$ cat src/rtl/period_meter_pkg.sv
// Shared definitions for the period meter: state encoding and default counter width.
package period_meter_pkg;

  localparam int PM_CNT_WIDTH = 16;

  typedef enum logic [1:0] {
    PM_IDLE = 2'd0,
    PM_WAIT = 2'd1,
    PM_MEAS = 2'd2
  } pm_state_e;

endpackage

$ cat src/rtl/period_meter_edge_sync.sv
// Multi-flop synchronizer for a slow asynchronous level, with registered-history edge strobes.
module edge_sync
  import period_meter_pkg::*;
#(
  parameter int SYNC_STAGES = 2
) (
  input  logic clk,
  input  logic rst,
  input  logic d_in,
  output logic level,
  output logic rise,
  output logic fall
);

  logic [SYNC_STAGES-1:0] sync_q;
  logic [SYNC_STAGES-1:0] sync_d;
  logic                   prev_q;
  logic                   prev_d;

  always_comb begin
    sync_d = {sync_q[SYNC_STAGES-2:0], d_in};
    prev_d = sync_q[SYNC_STAGES-1];
  end

  always_ff @(posedge clk) begin
    if (rst) begin
      sync_q <= '0;
      prev_q <= 1'b0;
    end else begin
      sync_q <= sync_d;
      prev_q <= prev_d;
    end
  end

  assign level = sync_q[SYNC_STAGES-1];
  assign rise  = level & ~prev_q;
  assign fall  = ~level & prev_q;

endmodule

$ cat src/rtl/period_meter.sv
// Measures period and high time of a slow square wave in clk cycles, single-shot or continuous,
// with a sticky overflow flag for stalled inputs.
module period_meter
  import period_meter_pkg::*;
#(
  parameter int CNT_WIDTH   = PM_CNT_WIDTH,
  parameter int SYNC_STAGES = 2
) (
  input  logic                 clk,
  input  logic                 rst,
  input  logic                 sig_in,
  input  logic                 start,
  input  logic                 continuous,
  output logic [CNT_WIDTH-1:0] period,
  output logic [CNT_WIDTH-1:0] high_time,
  output logic                 valid,
  output logic                 busy,
  output logic                 overflow
);

  localparam int              WU_W    = $clog2(SYNC_STAGES + 2);
  localparam logic [WU_W-1:0] WU_INIT = WU_W'(SYNC_STAGES + 1);

  pm_state_e            state_q, state_d;
  logic [CNT_WIDTH-1:0] cnt_q, cnt_d;
  logic [CNT_WIDTH-1:0] hcnt_q, hcnt_d;
  logic                 fell_q, fell_d;
  logic [CNT_WIDTH-1:0] period_q, period_d;
  logic [CNT_WIDTH-1:0] high_q, high_d;
  logic                 valid_q, valid_d;
  logic                 ovf_q, ovf_d;
  logic                 busy_q, busy_d;
  logic [WU_W-1:0]      warm_q, warm_d;

  logic s_level;
  logic s_rise;
  logic s_fall;

  edge_sync #(
    .SYNC_STAGES(SYNC_STAGES)
  ) u_edge_sync (
    .clk   (clk),
    .rst   (rst),
    .d_in  (sig_in),
    .level (s_level),
    .rise  (s_rise),
    .fall  (s_fall)
  );

  always_comb begin
    state_d  = state_q;
    cnt_d    = cnt_q;
    hcnt_d   = hcnt_q;
    fell_d   = fell_q;
    period_d = period_q;
    high_d   = high_q;
    valid_d  = 1'b0;
    ovf_d    = ovf_q;

    if (warm_q != '0) begin
      warm_d = warm_q - WU_W'(1);
    end else begin
      warm_d = warm_q;
    end

    case (state_q)
      PM_IDLE: begin
        // Warmup masks edges produced by the synchronizer coming out of reset.
        if (start && (warm_q == '0)) begin
          ovf_d   = 1'b0;
          state_d = PM_WAIT;
        end else begin
          state_d = PM_IDLE;
        end
      end
      PM_WAIT: begin
        if (s_rise) begin
          cnt_d   = CNT_WIDTH'(1);
          hcnt_d  = CNT_WIDTH'(1);
          fell_d  = 1'b0;
          state_d = PM_MEAS;
        end else begin
          state_d = PM_WAIT;
        end
      end
      PM_MEAS: begin
        if (s_rise) begin
          period_d = cnt_q;
          high_d   = hcnt_q;
          valid_d  = 1'b1;
          if (continuous) begin
            cnt_d  = CNT_WIDTH'(1);
            hcnt_d = CNT_WIDTH'(1);
            fell_d = 1'b0;
          end else begin
            state_d = PM_IDLE;
          end
        end else if (&cnt_q) begin
          ovf_d   = 1'b1;
          state_d = PM_IDLE;
        end else begin
          cnt_d = cnt_q + CNT_WIDTH'(1);
          if (s_fall) begin
            fell_d = 1'b1;
          end else if (!fell_q && s_level) begin
            hcnt_d = hcnt_q + CNT_WIDTH'(1);
          end else begin
            hcnt_d = hcnt_q;
          end
        end
      end
      default: begin
        state_d = PM_IDLE;
      end
    endcase

    busy_d = (warm_d != '0) || (state_d != PM_IDLE);
  end

  always_ff @(posedge clk) begin
    if (rst) begin
      state_q  <= PM_IDLE;
      cnt_q    <= '0;
      hcnt_q   <= '0;
      fell_q   <= 1'b0;
      period_q <= '0;
      high_q   <= '0;
      valid_q  <= 1'b0;
      ovf_q    <= 1'b0;
      busy_q   <= 1'b1;
      warm_q   <= WU_INIT;
    end else begin
      state_q  <= state_d;
      cnt_q    <= cnt_d;
      hcnt_q   <= hcnt_d;
      fell_q   <= fell_d;
      period_q <= period_d;
      high_q   <= high_d;
      valid_q  <= valid_d;
      ovf_q    <= ovf_d;
      busy_q   <= busy_d;
      warm_q   <= warm_d;
    end
  end

  assign period    = period_q;
  assign high_time = high_q;
  assign valid     = valid_q;
  assign busy      = busy_q;
  assign overflow  = ovf_q;

endmodule

$ cat config.mk
export PLATFORM = sky130hd
export DESIGN_NAME = period_meter
export DESIGN_NICKNAME = d
export VERILOG_FILES = /design/src/rtl/period_meter_pkg.sv /design/src/rtl/period_meter_edge_sync.sv /design/src/rtl/period_meter.sv
export SDC_FILE = /design/constraint.sdc
export NUM_CORES = 1
export LEC_CHECK = 0
export ABC_AREA = 1
export BUFFER_PORTS_ARGS = -buffer_cell sky130_fd_sc_hd__buf_2
export CORE_AREA = 2 2 94 96
export CTS_CLUSTER_SIZE = 10
export DETAILED_ROUTE_END_ITERATION = 8
export DIE_AREA = 0 0 96 98
export GPL_ROUTABILITY_DRIVEN = 0
export PLACE_DENSITY = 0.74
export SETUP_SLACK_MARGIN = 0.1
export SLEW_MARGIN = 20
export SYNTH_ARGS = -nofsm -noshare
export SYNTH_HDL_FRONTEND = slang
export SYNTH_SLANG_ARGS = --single-unit
$ cat constraint.sdc
create_clock -name clk -period 1.5 [get_ports clk]
set_input_delay 0 -clock clk [delete_from_list [all_inputs] [get_ports clk]]
set_output_delay 0 -clock clk [all_outputs]
set_load 0.01 [all_outputs]
**After elaboration in Yosys (flattened, before gate mapping)**

Index checks and enable logic that the tools add are counted.

- Register bits after elaboration: 75
- Latch bits: 0
- RAM bits: 0
- ROM bits: 0
- Input port bits: 5
- Output and inout port bits: 35
- Logic and storage cells: 77
- Memories: 0

- $add $sub $neg: 3
- Multipliers: 0
- Divide/modulo/power cells: 0
- Order comparisons: 0
- Eq/ne operators: 11
- Shift operators: 0
- Muxes and demuxes: 28
- Bitwise gates (word level): 5
- Reductions and logical operators: 18

Operator list:

| cell | count |
|---|---|
| $mux 16 | 8 |
| $pmux 16 s2 | 2 |
| $add 16x1->16 const B | 2 |
| $reduce_and 16->1 | 1 |
| $ne 3x3->1 const B | 5 |
| $mux 1 | 10 |
| $mux 2 | 5 |
| $reduce_bool 2->1 | 5 |
| $ne 2x2->1 const B | 4 |
| $reduce_and 4->1 | 2 |
| $pmux 2 s3 | 1 |
| $reduce_and 6->1 | 1 |
| $reduce_and 5->1 | 1 |
| $logic_not 2->1 | 2 |
| $pmux 1 s2 | 2 |
| $not 1->1 | 3 |
| $and 1x1->1 | 2 |
| $eq 2x1->1 const B | 1 |
| $eq 2x2->1 const B | 1 |
| $logic_and 1x1->1 | 2 |
| $reduce_and 2->1 | 1 |
| $reduce_or 2->1 | 1 |
| $sub 2x1->2 const B | 1 |
| $logic_not 1->1 | 1 |
| $logic_or 1x1->1 | 1 |

**Logic depth before layout (Yosys ltp)**

- Depth in word-level cells: 7
- Mapped depth: 11

**Hierarchy**

Synthesis repeated with hierarchy kept, for this count alone.

- Cell total of the unflattened synthesis: 500
- Area total of the unflattened synthesis: 3515.9 µm²

Modules (own cells, without submodules):

| module | instances | cells an instance | area an instance (µm²) | seq. area each (µm²) |
|---|---|---|---|---|
| period_meter | 1 | 488 | 3422.0 | 1441.4 |
| edge_sync | 1 | 12 | 93.8 | 60.1 |

**Worst setup path after synthesis**

Ideal clock, no wire load.

- Kind: register to register
- Start point: reg u_edge_sync.prev_q
- End point: reg hcnt_q[4]
- Library setup time: 0.133 ns
- Arrival time: 1.409 ns
- Data required time: 1.367 ns
- Setup slack: -0.043 ns
- Cell stages (with the launch flop): 11
- Cells stage by stage: dfxtp_1 > inv_1 > ha_1 > inv_2 > o21ai_0 > nand2_2 > nand2_4 > nor2_8 > buf_6 > nand2_1 > a21oi_2

- Word-level cells in the longest chain between the ends: 4

RTL lines:

| what | line | text |
|---|---|---|
| start, declared | period_meter_edge_sync.sv:17 | `logic prev_q;` |
| start signal, assigned | period_meter_edge_sync.sv:31 | `prev_q <= prev_d;` |
| $not 1->1 (*) | period_meter_edge_sync.sv:36 | `assign rise = level & ~prev_q;` |
| $and 1x1->1 (*) | period_meter_edge_sync.sv:36 |  |
| via s_rise | period_meter.sv:36 | `logic s_rise;` |
| $ne 3x3->1 (no line), or another cell as far along | - |  |
| $reduce_and 6->1 (no line) / $pmux 16 s2 (equally long branches) | - |  |
| end signal, assigned | period_meter.sv:135 | `hcnt_q <= hcnt_d;` |
| end, declared | period_meter.sv:26 | `logic [CNT_WIDTH-1:0] hcnt_q, hcnt_d;` |

Mark *: on every way through the listed nets, which the timed path passes. The rest lies on a longest branch.
A chain may end at the register's enable or synchronous reset.

**Worst setup path in the final report**

- Start point: reg state_q[1]
- End point: reg cnt_q[7]

- Word-level cells in the longest chain between the ends: 3

RTL lines:

| what | line | text |
|---|---|---|
| start, declared | period_meter.sv:24 | `pm_state_e state_q, state_d;` |
| start signal, assigned | period_meter.sv:133 | `state_q <= state_d;` |
| $eq 2x2->1 / $eq 2x1->1 (equally long branches) | period_meter.sv:66 | `case (state_q)` |
| $ne 3x3->1 (no line), or another cell as far along | - |  |
| $reduce_and 4->1 (no line) | - |  |
| end signal, assigned | period_meter.sv:134 | `cnt_q <= cnt_d;` |
| end, declared | period_meter.sv:25 | `logic [CNT_WIDTH-1:0] cnt_q, cnt_d;` |

Parallel ways exist; a longest one is shown, timed or not.

==> results.toml <==
[clock_tree]
clk_latency_ps = 360
clock_h_tree_levels = 3
tritoncts_buffers = 9
maximum_buffer_depth_of_the_clock_tree = 2
tritoncts = "yes"
clkSinkCount = 75
cts_root_buf = "clkbuf_8"
clkSlewWorstSetupHoldPaths_ps = 70

[timing]
final-hold-violation-count = 0
worst_slack_ps = -119
final_min_period_over_clock_period_pct = 108
timing_max_transition_violations_final = 0
finalCriticalPeriod_ps = 1620
final.setup_skew_ps = 11.0
setup_viol_count_final = 28
timing.hold.ws_ps = 39.9
setup_repair_after_global_routing_missed_its_margin = "yes"
max_slew_margin_pct = 75.1
fmax_mhz = 618
timing_worst_slew_pin_value_ps = 373

[floorplanning]
die_h_um = 98
placement_rows = 34
initial_cell_density_of_the_core_pct = 43.2
design.portCount = 40
design.die.area_sq_mm = 0.00941
die_x_um = 96
core_sq_mm = 0.00847

[power]
power_frac_seq_pct = 49.5
switchingPower_w = 0.000894
internal_power_w = 0.00316
comb_pwr_share_pct = 3.8
leakagePower_nw = 1.94
max_ir_drop_vdd_mv = 0.507
clock_power_share_pct = 46.7
power_per_cell_area_mw_per_mm2 = 805
swShare_pct = 22.1

[cells_and_area]
antenna_cells_inserted = 0
design.final.nets = 625
final_core_utilization_pct = 59.5
postLayoutCellArea_sq_mm = 0.00504
final_layout_size_suffix_gt1_share_pct = 37.7
flow.area_growth_from_synthesis_pct = 37.7

[logic_synthesis]
syn-num-nets = 527
post_synth_instance_area_sq_mm = 0.00366
cell_with_the_most_instances_after_synthesis = "nand2_1"
synth-async-reset-ratio_pct = 0
avgSynthCellArea_sq_um = 7.06
post_synthesis_instance_total = 518
synth_common_cells = "nand2_1, dfxtp_1, nand3_1"
postSynthRegisterBits = 75
synth_enable_flop_cells = 0
synth_cell_type_count = 35
ys_dominant_reg_cell = "dfxtp_1"
synth_top_area_cell = "dfxtp_1"
netlist.area_leader.share_pct = 41.1
yosys-top-cells-area = "dfxtp_1, nand2_1, nand3_1, a21oi_1, nor2_1"
ys.warnings.count = 0
yosysSeqAreaShare_pct = 41.1

[worst_setup_path]
startpoint = "state_q[1]"
cp-end-kind = "flop"
r2r-start = "state_q[1]"
timing.critical_path.arrival_ps = 1880
reg2reg_slack_ps = -120
timing_worst_setup_path_type = "flop to flop"
crit_path_cell_trace = "inv_4, nor2_4, inv_2, nor2_4, nand3_4, nand2_2, nand2_1, a21oi_1"
critPathMostFrequentCell = "nor2_4"
critical_path.max_fanout = 5
worst_ep_required_time_ps = 1770
timing.critical_path.slowest_cell_delay_ps = 370
setup.worst_path.start_class = "flop"
worst_r2r_path_depth = 8
highest_delay_cell_along_the_critical_path = "dfxtp_4"

[routing]
viasPerCell = 5.34
dr.first_iter.drc_count = 246
dr.pass1.iters = 7
drc = 0
final_antenna_net_count = 0
vias = 3892
postRouteWirelength_um = 10700
wl_per_cell_um = 14.6

[grt]
grt_first_pass_wirelength_um = 16600
grt_start_max_net_pins = 36
gr-total-overflow = 0
vias_in_the_first_global_route = 3704
track_usage_pct = 22.1
antenna_found_initial = 0

[hold_path]
hold_path.startpoint = "start"
hold-path-cell-count = 4
worstHoldPathType = "input pin to flop"

[placed_design]
detailed_place_hpwl_um = 6520
post-place-ws_ps = -56.4
placed_cell_area_sq_mm = 0.00433
port-buffer-count = 39

[outcome]
violations = "negative setup slack"
status = "finished with violations"

[run]
max-cap-violations = 0
## worst max-delay path: cells and delay by family, from the launching register on
kind / cells / cell delay [ps]
and+or+nand+nor: 5 / 830
DFF: 1 / 370
AOI/OAI and AO/OA: 1 / 200
buffers and inverters: 2 / 130
## cell usage in the layout, fill, tap and decap left out, types with 5 or more instances in the layout
cell type and n:
nand2_1 106, buf_4 56, inv_1 34, nand4_1 13, a21oi_1 45, dfxtp_2 11
buf_6 8, nand2_2 24, buf_2 39, dfxtp_1 62, nor2_1 39, nand3_1 59
o21ai_2 5, a21oi_2 17, clkbuf_8 9, nor3_1 5, nand2_4 8, nor2_4 8
o21ai_0 6, nor2_2 8
## routing by layer
layer,global-route usage (%),up-vias,share of wire [%]
met2,34.7,149,49
met3,4.09,46,5.2
met1,28.2,1794,42
met4,12.6,0,3.2
li1,-,1903,-
met5,0,-,0
## metrics by stage
| step | power, W | setup TNS, ps | std cells |
|---|---|---|---|
| 2_1_floorplan | 0.00214 | 0 | 518 |
| 3_3_place_gp | 0.00219 | 0 | 696 |
| 3_5_place_dp | 0.00219 | -196 | 696 |
| 4_1_cts | 0.00405 | -60.2 | 725 |
| 5_1_grt | 0.00415 | -3770 | 729 |
| 6_report | 0.00405 | -1670 | 729 |
## final cells by class
class,count,area [sq um]
fill,734,3430
multi-input combinational,382,2220
sequential,75,1520
timing repair buffer,106,751
inverter,42,173
clock buffer,12,135
tap,108,135
clock inverter,4,98.8
## registers in the layout (all words and copies together), names as in the netlist
register            cells
cnt_q                  16
hcnt_q                 16
high_time              16
period                 16
state_q                 2
u_edge_sync.sync_q      2
warm_q                  2
busy                    1
fell_q                  1
overflow                1
u_edge_sync.prev_q      1
valid                   1
## cell families after synthesis
family | synth area share [%]
fa+ha+maj | 1.37
flops | 41.1
xor+xnor | 0.479
buf+inv | 8.18
compound gates | 12.6
simple gates | 36.3
## power groups by stage
stage | registers [W] | clock network, W | logic [W]
4_1_cts | 0.00201 | 0.00190 | 0.000145
6_report | 0.00201 | 0.00189 | 0.000156
5_1_grt | 0.00201 | 0.00197 | 0.000170
3_3_place_gp | 0.00206 | 0 | 0.000129
3_5_place_dp | 0.00206 | 0 | 0.000131
2_1_floorplan | 0.00206 | 0 | 0.0000854
## what timing repair did
| item | in CTS | in global routing |
|---|---|---|
| buffers inserted | 7 | 4 |
| setup endpoints to repair | 33 | 66 |
| pin swaps | 26 | 24 |
| hold buffers | 1 | 0 |
| gates cloned | 5 | 0 |
| resized for setup | 49 | 46 |
| hold endpoints to repair | 1 | 0 |
## final timing paths
path / to
max: cnt_q[7]
min: overflow
max reg2reg: cnt_q[7]
min reg2reg: u_edge_sync.sync_q[1]
Power figures use the tool's default switching activity.
